[src/rtl/mem_port_arbiter.sv]
// Arbitrates the unified single-ported memory between instruction fetch and data access.
// Data has priority, a fairness counter bounds fetch starvation, a watchdog aborts hung accesses.
module mem_port_arbiter #(
  parameter int unsigned DATA_MAX = 4,
  parameter int unsigned TIMEOUT  = 255
) (
  input  logic        clk,
  input  logic        rst,
  // fetch stage
  input  logic        instr_req,
  input  logic [31:0] instr_addr,
  output logic        instr_ack,
  output logic [31:0] instr_rdata,
  // memory stage
  input  logic        data_req,
  input  logic        data_wr,
  input  logic [31:0] data_addr,
  input  logic [31:0] data_wdata,
  input  logic [3:0]  data_wmask,
  output logic        data_ack,
  output logic [31:0] data_rdata,
  // memory port
  output logic        mem_req,
  output logic        mem_we,
  output logic [31:0] mem_addr,
  output logic [31:0] mem_wdata,
  output logic [3:0]  mem_wmask,
  input  logic        mem_ack,
  input  logic [31:0] mem_rdata,
  output logic        bus_err
);

  localparam int unsigned FairW = $clog2(DATA_MAX + 1);
  localparam int unsigned TmoW  = $clog2(TIMEOUT + 1);

  localparam logic [FairW-1:0] FairMax = FairW'(DATA_MAX);
  localparam logic [TmoW-1:0]  TmoLast = TmoW'(TIMEOUT - 1);

  typedef enum logic [1:0] {
    StIdle,
    StBusyI,
    StBusyD,
    StResp
  } state_e;

  state_e             state_q;
  logic [FairW-1:0]   fair_cnt_q;
  logic [TmoW-1:0]    tmo_cnt_q;
  logic               abort_q;

  logic grant_i;
  logic grant_d;
  logic busy;
  logic tmo_hit;
  logic fetch_aborted;
  logic finish;

  // Arbitration is only meaningful in IDLE; the fairness cap forces a fetch grant.
  always_comb begin
    grant_i = 1'b0;
    grant_d = 1'b0;
    if (state_q == StIdle) begin
      if (data_req && instr_req && (fair_cnt_q == FairMax)) begin
        grant_i = 1'b1;
      end else if (data_req) begin
        grant_d = 1'b1;
      end else if (instr_req) begin
        grant_i = 1'b1;
      end
    end
  end

  always_comb begin
    busy          = (state_q == StBusyI) || (state_q == StBusyD);
    tmo_hit       = (tmo_cnt_q == TmoLast);
    finish        = busy && (mem_ack || tmo_hit);
    // Includes a drop sampled on the very edge that completes the access.
    fetch_aborted = abort_q || ((state_q == StBusyI) && !instr_req);
  end

  always_ff @(posedge clk) begin
    if (rst) begin
      state_q     <= StIdle;
      fair_cnt_q  <= '0;
      tmo_cnt_q   <= '0;
      abort_q     <= 1'b0;
      mem_req     <= 1'b0;
      mem_we      <= 1'b0;
      mem_addr    <= '0;
      mem_wdata   <= '0;
      mem_wmask   <= '0;
      instr_ack   <= 1'b0;
      instr_rdata <= '0;
      data_ack    <= 1'b0;
      data_rdata  <= '0;
      bus_err     <= 1'b0;
    end else begin
      instr_ack <= 1'b0;
      data_ack  <= 1'b0;
      bus_err   <= 1'b0;

      unique case (state_q)
        StIdle: begin
          if (grant_i) begin
            state_q    <= StBusyI;
            mem_req    <= 1'b1;
            mem_we     <= 1'b0;
            mem_addr   <= instr_addr;
            mem_wdata  <= '0;
            mem_wmask  <= '0;
            tmo_cnt_q  <= '0;
            fair_cnt_q <= '0;
          end else if (grant_d) begin
            state_q   <= StBusyD;
            mem_req   <= 1'b1;
            mem_we    <= data_wr;
            mem_addr  <= data_addr;
            mem_wdata <= data_wdata;
            mem_wmask <= data_wr ? data_wmask : 4'b0000;
            tmo_cnt_q <= '0;
            if (!instr_req) begin
              fair_cnt_q <= '0;
            end else if (fair_cnt_q != FairMax) begin
              fair_cnt_q <= fair_cnt_q + 1'b1;
            end
          end
        end

        StBusyI, StBusyD: begin
          if ((state_q == StBusyI) && !instr_req) begin
            abort_q <= 1'b1;
          end
          if (finish) begin
            // Acks are registered here so they are visible during the RESP cycle;
            // mem_ack takes precedence over a coincident timeout.
            state_q <= StResp;
            mem_req <= 1'b0;
            if (state_q == StBusyD) begin
              data_ack   <= 1'b1;
              data_rdata <= mem_ack ? mem_rdata : 32'h0;
              bus_err    <= !mem_ack;
            end else if (!fetch_aborted) begin
              instr_ack   <= 1'b1;
              instr_rdata <= mem_ack ? mem_rdata : 32'h0;
              bus_err     <= !mem_ack;
            end
          end else begin
            tmo_cnt_q <= tmo_cnt_q + 1'b1;
          end
        end

        StResp: begin
          state_q <= StIdle;
          abort_q <= 1'b0;
        end

        default: state_q <= StIdle;
      endcase
    end
  end

endmodule

[config.mk]
export PLATFORM = sky130hd
export DESIGN_NAME = mem_port_arbiter
export DESIGN_NICKNAME = d
export VERILOG_FILES = /design/src/rtl/mem_port_arbiter.sv
export SDC_FILE = /design/constraint.sdc
export NUM_CORES = 1
export LEC_CHECK = 0
export BUFFER_PORTS_ARGS = -buffer_cell sky130_fd_sc_hd__buf_4
export CAP_MARGIN = 20
export CORE_MARGIN = 2
export CORE_UTILIZATION = 44
export CTS_BUF_LIST = sky130_fd_sc_hd__clkbuf_8
export DETAILED_ROUTE_END_ITERATION = 7
export GPL_TIMING_DRIVEN = 0
export PLACE_DENSITY = 0.83
export SYNTH_ARGS = -nofsm -noshare
export SYNTH_HDL_FRONTEND = slang
export SYNTH_SLANG_ARGS = --single-unit
[constraint.sdc]
create_clock -name clk -period 1.95 [get_ports clk]
set_input_delay 0.39 -clock clk [delete_from_list [all_inputs] [get_ports clk]]
set_output_delay 0.39 -clock clk [all_outputs]
set_load 0.03 [all_outputs]
==> results.md <==
* Outcome: complete, no violations
* Max Clk Rate at 0.5445 GHz
* Final wirelength at 19450 um
* Clk buf depth at 2
* Combinational fraction of design power at 41.8%
* Cell family with most CP delay: flip-flops
* Min cycle time layout at 1.837 ns
* Clock tree sinks at 151
* Tightest Pin Transition at 0.7482 ns
* Row cnt at 43
* Final hold viol count at 0
* Die area at 0.01490 sq mm
* Synthesized area at 0.006135 sq mm
* Synth top area cells: dfxtp_1 (49%), nand2_1 (11%), mux2i_1 (10%)
* Post-CTS Hold Fix Bufs at 0
* Synth Area in Compound Gates at 12.58%
* FFs w/ async S/R, synth at 0%
* Reg clk slew, reported paths at 0.09 ns
* FF+latch count, synth at 151
* TritonCTS clock tree: built
* Drt pass-1 iters at 4
* Endpoints failing setup at 0
* NetSw at 4.448 mW
* Die width at 122.1 um
* Post-synth EDFFs at 0
* Reg-to-reg critical path startpoint: state_q[0]
* Vias at 6219
* Hold Path Origin: data_wdata[11]
* Post-Synth XOR/XNOR Area at 0%
* Wire per inst at 16.22 um
* Worst-path maximum fanout at 10
* Pwr Density at 1244 mW/mm^2
* Fin util at 64.34%
* WS Path Type: register to register
* Worst setup margin at 0.1133 ns
* WP data required at 2.33 ns
* Register area share after synthesis at 49.28%
* Placer Congestion at 0.8694
* Worst stage delay on the critical path at 0.37 ns
* Total GRT Usage at 25.41%
* Setup tns final at 0 ns
* Static leakage at 4.259 nW
* Share of layout cells above drive strength 1 at 33.69%
* Buf/Inv on CP at 2
* Initial Utilization at 44.54%
* Critical-path top delay cell: dfxtp_1
* Pin count of the biggest net entering global routing at 17
* CTS Root Buffer Type: clkbuf_8
* Synth top area share at 49.28%
* Multiplexer share of the synthesized area at 10.44%
* Clock H-tree levels at 4
* Syn_nets at 856
* Reg power frac at 36.4%
* Area leader, netlist: dfxtp_1
* Layout area overhead at 44.44%
* Vias per cell at 5.187
* Via count of the first global-routing pass at 5924
* Placed cells at 1163
* Commonest non-fill, non-tap cell in the layout: buf_4
* Internal power at 6.577 mW
* Register area at 0.003024 sq mm
* DRT iter0 DRCs at 346
* Slew Limit Fails at 0
* Switching fraction of total power at 40.35%
* Die Span Y at 122.1 um
* Worst VDD drop at 866.0 uV
* Finished Layout Cells at 1199
* Area of the multi-input gates at 0.002820 sq mm
* Final HPWL DP at 14550 um
* Final ANT Viol Nets at 0
* Place WS at -0.09401 ns
* YS warnings at 0
* Clk_lat worst skew at 0.45 ns
* First-pass GRT wire length at 29620 um
* Mean Syn Cell Area at 8.640 sq um
* Post-synth cell types at 44
* Hold Path Class: input pin to register
* Mapped Cells at 710
* Startpoint Class: register
* RSZ-0062 raised after global routing: false
* Core area at 0.01377 sq mm
* DRC viols at 0
* Crit. End Element: register
* Initial antenna violation count at 1
* CP arrival at 2.21 ns
* Cts bufs inserted at 17
* Primary FF master, synth: dfxtp_1
* Clk pwr share at 21.9%
* Post-Synth Adder-Cell Area at 1.632%
* GRT Residual Overflow at 0
* Post-synthesis simple-gate area fraction at 20.91%
* Max Cap Violations at 0
* Hold_ws at 0.1940 ns
* I/O pin count at 275
* Fill cell count at 1218
* Ordered list of cells on the worst path: inv_1 -> ha_4 -> and4_1 -> a22o_4 -> nand2_4 -> buf_6 -> mux2i_1
* Final nets at 1151
* Buffers on Ports at 273
* Main combinational cell family by area after synthesis: simple AND/OR/NAND/NOR gates
* Final Cycle Share at 94.19%
* Slew margin rel. at 50.12%
* Worst Setup SP: state_q[0]
* Commonest non-fill, non-tap cells in the layout: buf_4 (278), nand2_1 (177), dfxtp_1 (150), nand3_1 (70), mux2i_1 (64)
* Final Skew at 0.01141 ns
==> sequential cells by signal, indices dropped and copies added (netlist names) <==
register     flops
abort_q          1
bus_err          1
data_ack         1
data_rdata      32
fair_cnt_q       3
instr_ack        1
instr_rdata     32
mem_addr        32
mem_req          1
mem_wdata       32
mem_we           1
mem_wmask        4
state_q          2
tmo_cnt_q        8
==> worst min-delay path, stage by stage <==
cell and delay, ns:
buf_4 0.11, nand3_1 0.05, a21oi_1 0.05
==> cell usage after synthesis (2+ instances only) <==
cell type,number
nand2_1,177
or3_1,3
o21ai_0,39
buf_2,16
nor3_2,2
o311ai_1,3
nor2b_1,2
nor4_1,2
inv_1,9
ha_1,8
dfxtp_1,151
buf_4,2
nand4_1,4
o311ai_0,3
mux2i_1,64
nand2_4,2
clkbuf_1,31
nand3_1,70
nor2_1,12
and3_1,4
buf_6,6
a31oi_1,33
and4_1,2
a21oi_1,44
nor3b_1,2
==> logic make-up after synthesis <==
group	after synthesis
and+or+nand+nor	288
DFF	151
AOI/OAI and AO/OA	134
buffers and inverters	65
muxes	64
adders and majority gates	8
==> power by group through the flow <==
stage / combinational (mW) / sequential [mW] / clock, mW
after floorplan: 1.69 / 5.19 / 0
after global placement: 4.47 / 4.05 / 0
after detailed placement: 4.50 / 4.07 / 0
after CTS: 4.53 / 4.00 / 2.45
after global routing: 4.91 / 4.08 / 2.59
final: 4.60 / 4.01 / 2.41
==> routing by layer <==
metal	vias to the layer above	global-route usage (%)	wire [um]
met5	-	0	0
met4	0	9.411	501
met3	28	7.818	1628
met2	252	43.47	9561
met1	2892	29.93	7757
li1	3047	-	-
==> final cells by class <==
type | instances | share of cell area [%]
multi-input cells | 494 | 31.83
plain buffers | 55 | 3.205
repair buffers | 276 | 23.38
clock buffers | 18 | 2.796
diodes | 1 | 0.02824
well taps | 180 | 2.542
flip-flops and latches | 151 | 34.13
inverters | 10 | 0.4236
clock inverters | 14 | 1.666
==> path summary, 6_finish.rpt <==
| kind | to | slack [ns] | cells after the start |
|---|---|---|---|
| worst min register to register | mem_wdata[14] | 0.46 | 2 |
| worst max-delay path | instr_rdata[4] | 0.11 | 7 |
| worst max register to register | instr_rdata[4] | 0.11 | 7 |
| worst min-delay path | mem_wdata[11] | 0.19 | 3 |
==> metrics by stage <==
step | power (mW) | instance area (sq um)
after floorplan | 6.873 | 6135
after global placement | 8.520 | 8409
after detailed placement | 8.568 | 8409
after CTS | 10.98 | 8815
after global routing | 11.57 | 8861
final | 11.02 | 8861
==> timing repair <==
item / 4_1_cts / 5_1_grt
pin swaps: 1 / 0
resized for setup: 1 / 8
setup buffers: 1 / 2
setup endpoints to repair: 67 / 75
Power figures use the tool's default switching activity.
